$ cat src/rtl/aes_selftest_seq_if.sv
// aes_selftest_seq_if: sequencer <-> aes_core control/data bundle.
interface aes_selftest_seq_if;
    logic         init;
    logic         next;
    logic [255:0] key;
    logic         keylen;
    logic [127:0] block;
    logic [127:0] result;
    logic         comp;
    logic         finished;
    modport master(output init, next, key, keylen, block, input result, comp, finished);
    modport slave(input init, next, key, keylen, block, output result, comp, finished);
endinterface

$ cat src/rtl/aes_selftest_seq.sv
// aes_selftest_seq: key load plus LFSR-driven encipher/decipher self-check sequencer.
module aes_selftest_seq #(
    parameter int KEY_WAIT_CYCLES = 64,
    parameter int TIMEOUT_CYCLES  = 1023,
    parameter int CNT_W           = 16
) (
    input  logic               clk,
    input  logic               reset,
    input  logic               start,
    input  logic [255:0]       key_in,
    input  logic               keylen_in,
    input  logic [127:0]       seed,
    input  logic [CNT_W-1:0]   num_blocks,
    output logic               busy,
    output logic               done,
    output logic               pass,
    output logic [CNT_W-1:0]   pass_count,
    output logic [CNT_W-1:0]   fail_count,
    output logic               timeout_err,
    output logic [127:0]       last_result,
    aes_selftest_seq_if.master core
);
    localparam logic [2:0] IDLE     = 3'd0;
    localparam logic [2:0] KEY_INIT = 3'd1;
    localparam logic [2:0] ISSUE0   = 3'd2;
    localparam logic [2:0] ISSUE1   = 3'd3;
    localparam logic [2:0] WAIT     = 3'd4;
    localparam logic [2:0] CHECK    = 3'd5;
    localparam logic [2:0] FINISH   = 3'd6;
    localparam logic [127:0] TAPS    = 128'h2800_0005;
    localparam logic [CNT_W-1:0] MAX = '1;
    localparam logic [CNT_W-1:0] ONE = CNT_W'(1);

    logic [2:0]       state;
    logic [7:0]       key_cnt;
    logic [CNT_W-1:0] blk_cnt;
    logic [15:0]      tmo_cnt;
    logic [127:0]     lfsr_next;

    // core.block doubles as the LFSR state
    always_comb lfsr_next = {core.block[126:0], 1'b0} ^ (core.block[127] ? TAPS : '0);

    always_ff @(posedge clk) begin
        if (reset) begin
            state       <= IDLE;
            busy        <= 1'b0;
            done        <= 1'b0;
            pass        <= 1'b0;
            pass_count  <= '0;
            fail_count  <= '0;
            timeout_err <= 1'b0;
            last_result <= '0;
            core.init   <= 1'b0;
            core.next   <= 1'b0;
            core.key    <= '0;
            core.keylen <= 1'b0;
            core.block  <= '0;
            key_cnt     <= '0;
            blk_cnt     <= '0;
            tmo_cnt     <= '0;
        end else begin
            done <= 1'b0;
            case (state)
                IDLE: if (start) begin
                    core.key    <= key_in;
                    core.keylen <= keylen_in;
                    core.block  <= (seed == '0) ? 128'h1 : seed;
                    blk_cnt     <= num_blocks;
                    pass_count  <= '0;
                    fail_count  <= '0;
                    timeout_err <= 1'b0;
                    pass        <= 1'b0;
                    busy        <= 1'b1;
                    core.init   <= 1'b1;
                    key_cnt     <= 8'(KEY_WAIT_CYCLES - 1);
                    state       <= KEY_INIT;
                end
                KEY_INIT: if (key_cnt == '0) begin
                    core.init <= 1'b0;
                    if (blk_cnt == '0) begin
                        busy  <= 1'b0;
                        done  <= 1'b1;
                        pass  <= (fail_count == '0) && !timeout_err;
                        state <= FINISH;
                    end else begin
                        core.next <= 1'b1;
                        tmo_cnt   <= '0;
                        state     <= ISSUE0;
                    end
                end else begin
                    key_cnt <= key_cnt - 8'd1;
                end
                ISSUE0: state <= ISSUE1;
                ISSUE1: begin
                    core.next <= 1'b0;
                    state     <= WAIT;
                end
                // finished takes priority over a coincident timeout
                WAIT: if (core.finished) begin
                    state <= CHECK;
                end else if (tmo_cnt == 16'(TIMEOUT_CYCLES - 1)) begin
                    timeout_err <= 1'b1;
                    busy        <= 1'b0;
                    done        <= 1'b1;
                    pass        <= 1'b0;
                    state       <= FINISH;
                end else begin
                    tmo_cnt <= tmo_cnt + 16'd1;
                end
                CHECK: begin
                    if (core.comp) pass_count <= (pass_count == MAX) ? pass_count : pass_count + ONE;
                    else fail_count <= (fail_count == MAX) ? fail_count : fail_count + ONE;
                    last_result <= core.result;
                    blk_cnt     <= blk_cnt - ONE;
                    core.block  <= lfsr_next;
                    if (blk_cnt == ONE) begin
                        busy  <= 1'b0;
                        done  <= 1'b1;
                        pass  <= (fail_count == '0) && core.comp && !timeout_err;
                        state <= FINISH;
                    end else begin
                        core.next <= 1'b1;
                        tmo_cnt   <= '0;
                        state     <= ISSUE0;
                    end
                end
                FINISH: state <= IDLE;
                default: state <= IDLE;
            endcase
        end
    end
endmodule
$ cat src/flat_wrapper.sv
// flat-port wrapper written by rule: the top's interface ports become plain ports
module aes_selftest_seq_flat 
#(
    parameter int KEY_WAIT_CYCLES = 64,
    parameter int TIMEOUT_CYCLES  = 1023,
    parameter int CNT_W           = 16
)
  (clk, reset, start, key_in, keylen_in, seed, num_blocks, busy, done, pass, pass_count, fail_count, timeout_err, last_result, core_init, core_next, core_key, core_keylen, core_block, core_result, core_comp, core_finished);
  aes_selftest_seq_if core_i ();
  input  logic clk;
  input  logic reset;
  input  logic start;
  input  logic [255:0] key_in;
  input  logic keylen_in;
  input  logic [127:0] seed;
  input  logic [CNT_W-1:0] num_blocks;
  output logic busy;
  output logic done;
  output logic pass;
  output logic [CNT_W-1:0] pass_count;
  output logic [CNT_W-1:0] fail_count;
  output logic timeout_err;
  output logic [127:0] last_result;
  output wire logic [$bits(core_i.init)-1:0] core_init;
  output wire logic [$bits(core_i.next)-1:0] core_next;
  output wire logic [$bits(core_i.key)-1:0] core_key;
  output wire logic [$bits(core_i.keylen)-1:0] core_keylen;
  output wire logic [$bits(core_i.block)-1:0] core_block;
  input wire logic [$bits(core_i.result)-1:0] core_result;
  input wire logic [$bits(core_i.comp)-1:0] core_comp;
  input wire logic [$bits(core_i.finished)-1:0] core_finished;
  assign core_init = core_i.init;
  assign core_next = core_i.next;
  assign core_key = core_i.key;
  assign core_keylen = core_i.keylen;
  assign core_block = core_i.block;
  assign core_i.result = core_result;
  assign core_i.comp = core_comp;
  assign core_i.finished = core_finished;
  aes_selftest_seq #(.KEY_WAIT_CYCLES(KEY_WAIT_CYCLES), .TIMEOUT_CYCLES(TIMEOUT_CYCLES), .CNT_W(CNT_W)) u_core (.clk(clk), .reset(reset), .start(start), .key_in(key_in), .keylen_in(keylen_in), .seed(seed), .num_blocks(num_blocks), .busy(busy), .done(done), .pass(pass), .pass_count(pass_count), .fail_count(fail_count), .timeout_err(timeout_err), .last_result(last_result), .core(core_i));
endmodule
$ cat config.mk
export PLATFORM = sky130hd
export DESIGN_NAME = aes_selftest_seq_flat
export DESIGN_NICKNAME = d
export VERILOG_FILES = /design/src/rtl/aes_selftest_seq_if.sv /design/src/rtl/aes_selftest_seq.sv /design/src/flat_wrapper.sv
export SDC_FILE = /design/constraint.sdc
export NUM_CORES = 1
export LEC_CHECK = 0
export CORE_AREA = 2 2 427 429
export CTS_CLUSTER_DIAMETER = 100
export DETAILED_ROUTE_END_ITERATION = 7
export DIE_AREA = 0 0 429 431
export SLEW_MARGIN = 10
export SYNTH_ARGS = -nofsm -noshare
export SYNTH_HDL_FRONTEND = slang
export SYNTH_SLANG_ARGS = --single-unit
$ cat constraint.sdc
create_clock -name clk -period 2.5 [get_ports clk]
set_input_delay 0.25 -clock clk [delete_from_list [all_inputs] [get_ports clk]]
set_output_delay 0.25 -clock clk [all_outputs]
set_load 0.005 [all_outputs]
After elaboration in Yosys (flattened, before gate mapping)
Cells that the tools add are included.
- input port bits: 534
- flip-flop bits (word level): 594
- output and inout bits: 551
- multiplexer cells: 56
- equality and inequality tests: 24
- bitwise gates (word level): 1
- reduce and logical (&&, ||, !) cells: 26
- add/subtract/negate cells: 5
- operators by type and width (cell ; number):
    two-way mux 128 bit ; 2
    case mux 128 bit (2 select lines) ; 1
    two-way mux 16 bit ; 11
    logical NOT 128 bit ; 1
    bitwise XOR 128 bit ; 1
    case mux 16 bit (2 select lines) ; 3
    adder 16 x 1 -> 16 bit, second input constant ; 3
    case mux 16 bit (3 select lines) ; 1
    equality test 16 bit, second input constant ; 2
    logical NOT 16 bit ; 2
    two-way mux 30 bit ; 1
    two-way mux 1 bit ; 21
    != test 2 bit, second input constant ; 10
    two-way mux 3 bit ; 6
    case mux 3 bit (6 select lines) ; 1
    equality test 16 x 1 -> 1 bit, second input constant ; 1
    equality test 16 x 10 -> 1 bit, second input constant ; 1
    two-way mux 8 bit ; 2
    case mux 8 bit (2 select lines) ; 1
    AND reduction 4 bit ; 4
    subtractor 16 x 1 -> 16 bit, second input constant ; 1
    AND reduction 3 bit ; 3
    logical NOT 8 bit ; 1
    != test 2 x 1 -> 1 bit, second input constant ; 4
    other kinds (17) ; 28

Longest topological paths before layout
- word-level depth: 5
- depth in mapped cells: 9
- gate-level depth less buffers: 7

Worst setup path before layout
Ideal clock, no wire load.
- path kind: reg-to-reg
- start point: register u_core.key_cnt[3]
- end point: register u_core.tmo_cnt[4]
- setup slack: 257 ps
- period minus slack after synthesis: 2243 ps
- cell stages (with the launch flop): 8
- data arrival time: 2111 ps
- required time: 2368 ps
- path through: dfxtp_1 -> or4_4 -> o41ai_4 -> o21ai_4 -> buf_6 -> buf_2 -> o31ai_1 -> a21oi_1
- word-level cells in the longest chain between the ends: 3
- ends and longest elaborated chain (element ; line ; text):
    start: declaration ; aes_selftest_seq.sv:35 ; logic [7:0] key_cnt;
    start signal: assignment ; aes_selftest_seq.sv:75 ; key_cnt <= 8'(KEY_WAIT_CYCLES - 1);
    start signal: assignment ; aes_selftest_seq.sv:91 ; key_cnt <= key_cnt - 8'd1;
    logical NOT 8 bit ; aes_selftest_seq.sv:78 ; KEY_INIT: if (key_cnt == '0) begin
    != test 2 x 1 -> 1 bit (no line) ; -- ;
    AND reduction 6 bit (no line) ; -- ;
    end signal: assignment ; aes_selftest_seq.sv:108 ; tmo_cnt <= tmo_cnt + 16'd1;
    end: declaration ; aes_selftest_seq.sv:37 ; logic [15:0] tmo_cnt;
Every way passes these cells.
A chain may end at the register's enable or synchronous reset.

Final worst setup path
- start point: register u_core.blk_cnt[0]
- end point: register u_core.tmo_cnt[3]
- word-level cells in the longest chain between the ends: 3
- elaborated cells on any way between the ends: 5
- classes of those cells: 3 x eq/ne; 2 x reduce/logical
- ends and longest elaborated chain (element ; line ; text):
    start: declaration ; aes_selftest_seq.sv:36 ; logic [CNT_W-1:0] blk_cnt;
    start signal: assignment ; aes_selftest_seq.sv:68 ; blk_cnt <= num_blocks;
    start signal: assignment ; aes_selftest_seq.sv:114 ; blk_cnt <= blk_cnt - ONE;
    equality test 16 x 1 -> 1 bit / logical NOT 16 bit (equally long branches) ; aes_selftest_seq.sv:116, aes_selftest_seq.sv:80 ;
    != test 2 bit (no line) ; -- ;
    AND reduction 6 bit (no line) * ; -- ;
Mark *: on every way between the ends. The rest lies on a longest branch, timed or not.

==> flow_metrics.tcl <==
set metrics [dict create \
    drive_gt1_frac 0.0730 \
    grt_max_degree 134 \
    coreArea_mm2 0.180 \
    fp.dieW_um 429 \
    ys_seq_elements 594 \
    finClkSkew_ns 0.0391 \
    synth_area_leader_cell "dfxtp_1" \
    ant_nets 0 \
    cts_buffers 81 \
    synth-async-reset-ratio 0 \
    min_from "core_result[63]" \
    place_hpwl_um 131000 \
    rr_worst_depth 8 \
    clockRootBuffer "clkbuf_16" \
    seq_area_frac_synth 0.527 \
    p_int_mw 20.0 \
    grt_pass1_vias 23973 \
    syn_nets 3356 \
    grt_antenna_before_repair 48 \
    cts_num_sinks 594 \
    crit_type "flop to flop" \
    hold_viol 0 \
    clkSlewWorstSetupHoldPaths_ns 0.06 \
    nFillCells 19879 \
    insertion_delay_ns 0.70 \
    powerDensity_mw_per_mm2 712 \
    r2r-end "u_core.tmo_cnt[3]" \
    status "finished clean" \
    grt-ovfl-total 0 \
    rows 156 \
    critical_path.endpoint_type "flop" \
    io_buffers 1084 \
    leakage_nw 13.4 \
    dr.pass1.iters 5 \
    stdcell_count 6342 \
    total_power_mw 28.3 \
    num_io_pins 1085 \
    p_sw_frac 0.293 \
    fin_crit_ns 2.37 \
    worstMarginPinSlew_ns 0.884 \
    p_sw_mw 8.28 \
    htree_num_levels 3 \
    place_congestion 0.964 \
    synth_cells 2813 \
    dpl_cell_area_mm2 0.0369 \
    synth_ff_type "dfxtp_1" \
    r2r_setup_slack_ns 0.13 \
    comb_power_share 0.196 \
    routed_wl_um 161000 \
    min_path_type "input port to flop" \
    ir_drop_uv 400 \
    drv_cap 0 \
    die_area_mm2 0.185 \
    cp.arrival_ns 3.00 \
    cp_max_fo 26 \
    period_share 0.948 \
    startpoint "u_core.blk_cnt[0]" \
    max-slew-margin-rel 0.411 \
    setup_slack_ns 0.131 \
    area_growth_pct 76.0 \
    post_cts_buffers 0 \
    regToRegStartpoint "u_core.blk_cnt[0]" \
    crit_path_start_kind "flop" \
    synth.area.top_cells "dfxtp_1 53%, nand2_1 15%, a21oi_1 12%" \
    die_y_um 431 \
    grt_pass1_wl_um 212000 \
    viasPerCell 4.03 \
    nNetsFinal 4439 \
    clockBufferDepth 3 \
    rsz0062_at_grt "false" \
    slew_violations 0 \
    yosysUniqueCellTypes 63 \
    drcViolationCount 0 \
    fin_area_mm2 0.0397 \
    wl_per_cell_um 25.4 \
    multi_input_comb_area_mm2 0.00981 \
    ys_warn_count 0 \
    cts_tree "built" \
    holdPathStages 3 \
    p_clk_frac 0.429 \
    syn_area_per_cell_um2 8.02 \
    drt_iter0_drc 2699 \
    vias 25555 \
    cp.required_ns 3.13 \
    min_to "u_core.last_result[63]" \
    tns_ns 0 \
    dp.cells 6180 \
    yosysTopAreaCellShare 0.527 \
    start_util 0.125 \
    synth_edf_count 0 \
    dp_slack_ns -0.0782 \
    regArea_mm2 0.0119 \
    fmax_ghz 0.422 \
    sequentialPowerShare 0.376 \
    synth.cell_area_mm2 0.0226 \
    gr-usage-all-layers 0.165 \
    report.final.setup_viol 0 \
]
[Yosys cell counts, drive strengths merged (15+ instances only)]
cell type and count:
nand3 21, o21ai 29, clkbuf 190, nand2 928, a22oi 124, buf 26, xnor2 15, or3 19
nand4 22, inv 15, a21oi 555, nor2 53, dfxtp 594, nor4 50
[cells in the final DEF (no fill, tap or decap), types with 28 or more instances in the layout]
master	synthesis	layout
a21oi_1	555	555
clkdlybuf4s50_1	0	1083
a22oi_1	124	124
nand2_1	928	928
o21ai_0	28	28
dfxtp_1	594	594
buf_4	1	103
clkbuf_16	0	82
nor2_1	53	52
nor4_1	50	49
[power groups by stage]
| stage | Combinational (mW) | Sequential (mW) | Clock, mW |
|---|---|---|---|
| 6_report | 5.53 | 10.6 | 12.1 |
| 5_1_grt | 5.86 | 10.7 | 12.9 |
| 4_1_cts | 5.58 | 10.6 | 12.5 |
| 3_5_place_dp | 5.55 | 10.8 | 0 |
| 3_3_place_gp | 5.52 | 10.8 | 0 |
| 2_1_floorplan | 1.82 | 10.7 | 0 |
[what timing repair did]
item                                   CTS  global route
hold buffers                             3             0
resized for setup                        0             2
endpoints found under the hold margin    5             0
setup endpoints to repair                0             5
[sequential cells by signal, summed over array words and instances (netlist names)]
signal,cells
u_core.pass_count,16
u_core.fail_count,16
u_core.timeout_err,1
u_core.core.keylen,1
u_core.tmo_cnt,16
u_core.done,1
u_core.last_result,128
u_core.core.next,1
u_core.pass,1
u_core.core.block,128
u_core.core.key,256
u_core.busy,1
u_core.state,3
u_core.blk_cnt,16
u_core.key_cnt,8
u_core.core.init,1
[critical path, stage by stage (launching register included)]
cell,delay (ns)
dfxtp_1,0.41
inv_1,0.07
ha_1,0.25
nor3b_1,0.17
a32oi_1,0.42
o21ai_4,0.11
buf_12,0.18
or4_1,0.51
a21oi_1,0.17
[metal layers]
layer / track usage / vias up / routed length [µm]
met4: 0.0459 / 16 / 3900
met5: 0 / - / 101
met2: 0.259 / 1029 / 73000
li1: - / 11848 / -
met3: 0.0424 / 201 / 11800
met1: 0.222 / 12461 / 72100
[how the worst max path moves through the flow]
stage	slack, ns	to
2_1_floorplan	0.26	u_core.tmo_cnt[4]
3_3_place_gp	-0.10	u_core.pass_count[9]
3_5_place_dp	-0.08	u_core.pass_count[5]
4_1_cts	0.06	core_block[59]
5_1_grt	0.02	u_core.tmo_cnt[3]
6_report	0.13	u_core.tmo_cnt[3]
[metrics by stage]
stage               utilization  hold WS (ns)
floorplan                     -         0.386
global placement          0.205         0.441
detailed placement        0.205         0.446
CTS                       0.220      0.000712
global route              0.220        0.0429
finish                    0.220        0.0931
[kinds of logic (layout without fill, tap and decap cells)]
logic type,Yosys count,count (layout),share of synthesized area
other cells,0,14,0
flops,594,594,0.527
buf+inv,231,1376,0.0391
fa+ha+maj,9,9,0.00499
mux,12,12,0.00549
simple gates,1172,1172,0.219
xor+xnor,22,22,0.00854
compound gates,773,773,0.195
[final cells by class]
class	instances	share of cell area
multi-input combinational	1988	0.247
tap	2370	0.0747
clock buffer	114	0.0603
timing repair buffer	1216	0.307
antenna	14	0.000883
inverter	15	0.00142
clock inverter	31	0.00889
sequential	594	0.300
(Power assumes the default switching activity.)
